==> src/rtl/port_in_debounce.sv <==
// Per-bit synchronizer, debouncer and sticky rising-edge flag for processor input ports.
// DEBOUNCE_EN selects the stable-count filter; without it stable follows synced each edge.
module port_in_debounce_bit #(
  parameter int SYNC_STAGES = 2,
  parameter int DB_CYCLES   = 16
) (
  input  logic clk,
  input  logic reset,
  input  logic raw,
  input  logic clr,
  output logic stable_o,
  output logic event_o
);
  if (SYNC_STAGES < 2 || DB_CYCLES < 2) begin : g_bad_params
    $fatal(1, "port_in_debounce: SYNC_STAGES and DB_CYCLES must be 2 or more");
  end

  logic [SYNC_STAGES-1:0] sync_q, sync_d;
  logic                   stable_q, stable_d;
  logic                   event_q, event_d;
  logic                   synced;

  assign synced = sync_q[SYNC_STAGES-1];

`ifdef DEBOUNCE_EN
  localparam int CW = $clog2(DB_CYCLES);
  localparam logic [CW-1:0] CNT_MAX = CW'(DB_CYCLES - 1);
  logic [CW-1:0] cnt_q, cnt_d;

  // Any edge where synced matches stable restarts the count from zero.
  always_comb begin
    stable_d = stable_q;
    cnt_d    = '0;
    if (synced != stable_q) begin
      if (cnt_q == CNT_MAX) stable_d = synced;
      else                  cnt_d    = cnt_q + 1'b1;
    end
  end

  always_ff @(posedge clk or negedge reset) begin
    if (!reset) cnt_q <= '0;
    else        cnt_q <= cnt_d;
  end
`else
  always_comb stable_d = synced;
`endif

  always_comb begin
    sync_d  = {sync_q[SYNC_STAGES-2:0], raw};
    // Set dominates a coincident clear.
    event_d = (stable_d & ~stable_q) | (event_q & ~clr);
  end

  always_ff @(posedge clk or negedge reset) begin
    if (!reset) begin
      sync_q   <= '0;
      stable_q <= 1'b0;
      event_q  <= 1'b0;
    end else begin
      sync_q   <= sync_d;
      stable_q <= stable_d;
      event_q  <= event_d;
    end
  end

  assign stable_o = stable_q;
  assign event_o  = event_q;
endmodule

module port_in_debounce #(
  parameter int WIDTH       = 8,
  parameter int SYNC_STAGES = 2,
  parameter int DB_CYCLES   = 16
) (
  input  logic             clk,
  input  logic             reset,
  input  logic [WIDTH-1:0] raw_in,
  input  logic [WIDTH-1:0] clr,
  output logic [WIDTH-1:0] data_out,
  output logic [WIDTH-1:0] event_out
);
  for (genvar i = 0; i < WIDTH; i++) begin : g_bit
    port_in_debounce_bit #(
      .SYNC_STAGES (SYNC_STAGES),
      .DB_CYCLES   (DB_CYCLES)
    ) u_bit (
      .clk      (clk),
      .reset    (reset),
      .raw      (raw_in[i]),
      .clr      (clr[i]),
      .stable_o (data_out[i]),
      .event_o  (event_out[i])
    );
  end
endmodule

==> config.mk <==
export PLATFORM = sky130hd
export DESIGN_NAME = port_in_debounce
export DESIGN_NICKNAME = d
export VERILOG_FILES = /design/src/rtl/port_in_debounce.sv
export SDC_FILE = /design/constraint.sdc
export NUM_CORES = 1
export LEC_CHECK = 0
export ABC_CLOCK_PERIOD_IN_PS = 800
export BUFFER_PORTS_ARGS = -buffer_cell sky130_fd_sc_hd__buf_2
export CORE_UTILIZATION = 30
export CTS_BUF_LIST = sky130_fd_sc_hd__clkbuf_2
export DETAILED_ROUTE_END_ITERATION = 8
export HOLD_SLACK_MARGIN = 0.12
export PLACE_DENSITY_LB_ADDON = 0.1
export SYNTH_ARGS = -nofsm -noshare
export SYNTH_HDL_FRONTEND = slang
export SYNTH_SLANG_ARGS = --single-unit
==> constraint.sdc <==
create_clock -name clk -period 0.8 [get_ports clk]
set_clock_uncertainty 0.1 [all_clocks]
set_input_delay 0.04 -clock clk [delete_from_list [all_inputs] [get_ports clk]]
set_output_delay 0.04 -clock clk [all_outputs]
set_load 0.005 [all_outputs]
# ---- After elaboration in Yosys (flattened, before gate mapping)
# Index checks and enable logic that the tools add are counted.
dict set report totals {
  reg_bits 32
  out_inout_bits 16
}
dict set report op_classes {
  bitwise 40
}
# op count
set op_table {}
lappend op_table {{AND 1 bit} 16}
lappend op_table {{NOT 1 bit} 16}
lappend op_table {{OR 1 bit} 8}

# ---- Longest topological paths before layout
dict set report logic_depth {
  ltp_word 3
  depth_mapped 2
  mapped_depth_nobuf 2
}

# ---- By module
# A second synthesis with hierarchy kept.
dict set report unflattened {
  hier_cells 56
  hier_area_um2 960.9
}
# mod n_inst cells_each area_each_um2 seq_area_each_um2
set by_module_without_submodules {}
lappend by_module_without_submodules {port_in_debounce_bit 8 7 120.1 100.1}

# ---- Worst setup path before layout
# OpenSTA, ideal clock, no wires.
dict set report synth_timing {
  kind {reg-to-reg}
  from {reg g_bit[0].u_bit.event_q}
  to {reg g_bit[0].u_bit.event_q}
  setup_time_ps 124
  t_arrival_ps 478
  t_required_ps 576
  path_slack_ps 99
  path_stages_with_launch 3
  path_buffers 0
  synth_period_minus_slack_ps 701
  cell_sequence {dfrtp_1 -> inv_1 -> o22ai_2}
}
dict set report synth_between {
  elab_chain_len 2
}
# item line
set synth_rtl {}
lappend synth_rtl {{from (decl)} 20} ;# logic event_q, event_d;
lappend synth_rtl {{from (signal assigned)} 62} ;# event_q <= event_d;
lappend synth_rtl {{AND 1 bit} 51} ;# event_d = (stable_d & ~stable_q) | (event_q & ~clr);
lappend synth_rtl {{OR 1 bit} 51}
lappend synth_rtl {{named net g_bit[0].u_bit.event_d} 20}
# The timed path passes the listed nets, and every way through them passes these cells.

# ---- Worst setup path in the final report
dict set report layout_timing {
  from {reg g_bit[0].u_bit.stable_q}
  to {out data_out[0]}
}
# item line
set layout_rtl {}
lappend layout_rtl {{from (decl)} 19} ;# logic stable_q, stable_d;
lappend layout_rtl {{from (signal assigned)} 61} ;# stable_q <= stable_d;
lappend layout_rtl {{to (decl)} 79} ;# output logic [WIDTH-1:0] data_out,
# No word-level cell between the ends.

==> impl_metrics.env <==
export IMPL_post_route_period_util_pct=128
export IMPL_rrSetupSlack_ns=-0.08
export IMPL_finalHoldViolations=0
export IMPL_via_per_inst=3.74
export IMPL_worst_path_max_fanout=2
export IMPL_port_buffers=33
export IMPL_die_area_um2=3850
export IMPL_initialDrtViolationCount=41
export IMPL_dp_slack_ns=0.0580
export IMPL_synth_distinct_cells=4
export IMPL_finalCriticalPeriod_ns=1.02
export IMPL_synth_seq_area_share_pct=74.1
export IMPL_start_util_pct=31.9
export IMPL_area_growth_pct=37.0
export IMPL_clockBufferDepth=2
export IMPL_path_cells="buf_2"
export IMPL_ctsRootBufferMaster="clkbuf_2"
export IMPL_power_density_nw_per_um2=1830
export IMPL_max_freq_mhz=978
export IMPL_routed_via_count=628
export IMPL_wirelength_um=1530
export IMPL_fin_tns_setup_ns=-3.44
export IMPL_finalSetupViolations=23
export IMPL_drt_wirelength_per_cell_um=9.10
export IMPL_cpMaxStageDelayCell="dfrtp_1"
export IMPL_max_cap_viol_count=0
export IMPL_status="finished, violations left"
export IMPL_gp_congestion=0.635
export IMPL_rsz0062_at_grt="yes"
export IMPL_gr_usage_met3_pct=4.35
export IMPL_drv_slew=0
export IMPL_final_antenna_net_count=0
export IMPL_r2r_end="g_bit[3].u_bit.event_o"
export IMPL_core_area_um2=3390
export IMPL_crit_arrival_ns=0.88
export IMPL_synth_area_um2=1080
export IMPL_leakagePower_uw=0.000766
export IMPL_hold_slack_ns=0.0599
export IMPL_die_h_um=62.0
export IMPL_fillCellCount=331
export IMPL_cts_tree="yes"
export IMPL_layout_common_cells="buf_2, dfrtp_1, dlygate4sd3_1"
export IMPL_grt_pass1_vias=580
export IMPL_grt_pass1_wl_um=2390
export IMPL_critPathRequiredTime_ns=0.66
export IMPL_grt_max_degree=33
export IMPL_finalPower_uw=2710
export IMPL_end_kind="primary output"
export IMPL_drive_above_1_share_pct=48.4
export IMPL_grt_use_total_pct=9.71
export IMPL_worstHoldPathType="in2async"
export IMPL_timing_rr_start="g_bit[3].u_bit.stable_o"
export IMPL_setup_worst_path_class="reg2out"
export IMPL_num_antenna_cells=0
export IMPL_synth_cells=72
export IMPL_vdd_ir_drop_max_mv=0.736
export IMPL_htreeDepth=2
export IMPL_synth_top_area_share_pct=74.1
export IMPL_violations="setup timing"
export IMPL_drcViolationCount=0
export IMPL_worstMarginPinSlew_ns=0.171
export IMPL_critical_path_top_delay_family="flip-flops"
export IMPL_overflow=0
export IMPL_hold_buffers=17
export IMPL_yosys_top_cells_area="dfrtp_1, buf_4, o22ai_2"
export IMPL_ys_warn_count=0
export IMPL_critPathMaxStageDelay_ns=0.42
export IMPL_avgSynthCellArea_um2=15.0
export IMPL_die_w_um=62.0
export IMPL_path_clk_slew_ns=0.14
export IMPL_io_pins=34
export IMPL_synth_net_count=90
export IMPL_core_rowCount=21
export IMPL_start_kind="flop"
export IMPL_hpwl_um=922
export IMPL_top_usage_layer="met2"
export IMPL_rr_worst_depth=3
export IMPL_gr_usage_met1_pct=10.5
export IMPL_antenna_found_initial=0
export IMPL_cp_depth=1
export IMPL_synth_seq_cells=32
export IMPL_maxSlewHeadroom_pct=88.6
export IMPL_yosysTopAreaCell="dfrtp_1"
export IMPL_use_met2_pct=13.4
export IMPL_first_pass_iters=2
export IMPL_crit_buf_inv=1
export IMPL_final_common_cell="buf_2"
export IMPL_nets=142
export IMPL_clk_latency_ns=0.34
export IMPL_cts_sinks=32
export IMPL_finalWorstSetupSlack_ns=-0.222
export IMPL_cts_buffers=5
==> cell usage after synthesis <==
cell	n
buf_4	16
dfrtp_1	32
inv_1	16
o22ai_2	8
==> cells by family (layout without fill, tap and decap cells) <==
group                  after synthesis  in the layout  synth area share, %
buffers and inverters               32             82                 16.7
AOI/OAI and AO/OA                    8              8                 9.26
DFF                                 32             32                 74.1
==> worst max path at each step <==
stage / start / endpoint / slack (ns)
3_3_place_gp: g_bit[0].u_bit.event_o / g_bit[0].u_bit.event_o / 0.07
3_5_place_dp: g_bit[0].u_bit.event_o / g_bit[0].u_bit.event_o / 0.06
4_1_cts: g_bit[7].u_bit.stable_o / data_out[7] / -0.27
5_1_grt: g_bit[4].u_bit.event_o / event_out[4] / -0.30
6_report: g_bit[0].u_bit.stable_o / data_out[0] / -0.22
2_1_floorplan: g_bit[0].u_bit.event_o / g_bit[0].u_bit.event_o / 0.1
==> repair_timing <==
item / in CTS / in global routing
gates resized for setup: 2 / 2
setup endpoints to repair: 16 / 22
buffers inserted: 8 / 2
endpoints found under the hold margin: 48 / 32
pin swaps: 0 / 0
cloned: 0 / 0
==> metal layers <==
layer / vias up / part of all wire (%)
met5: - / 0
met3: 4 / 7.5
li1: 304 / -
met2: 22 / 48
met1: 298 / 42
met4: 0 / 2.2
==> cell type report <==
class | count | area (µm²) | share of cell area, %
sequential | 32 | 801 | 54.1
timing repair buffer | 61 | 438 | 29.6
multi-input combinational | 8 | 100 | 6.76
inverter | 16 | 60.1 | 4.05
tap | 46 | 57.6 | 3.89
clock buffer | 5 | 25.0 | 1.69
==> power by group <==
group	switching, µW	internal [µW]
Clock	453	167
Combinational	125	210
Sequential	41.0	1710
Total	619	2090
==> registers in the layout (all words and copies together), names as in the netlist <==
register and count:
g_bit.u_bit.event_o 8, g_bit.u_bit.sync_q 16, g_bit.u_bit.stable_o 8
==> per-stage QoR <==
stage / cells / util (%) / area, µm²
3_5_place_dp: 136 / 35.5 / 1200
5_1_grt: 168 / 43.7 / 1480
2_1_floorplan: 72 / - / 1080
6_report: 168 / 43.7 / 1480
3_3_place_gp: 136 / 35.5 / 1200
4_1_cts: 166 / 43.0 / 1460
Note: power is estimated with default switching activity, not from simulation.
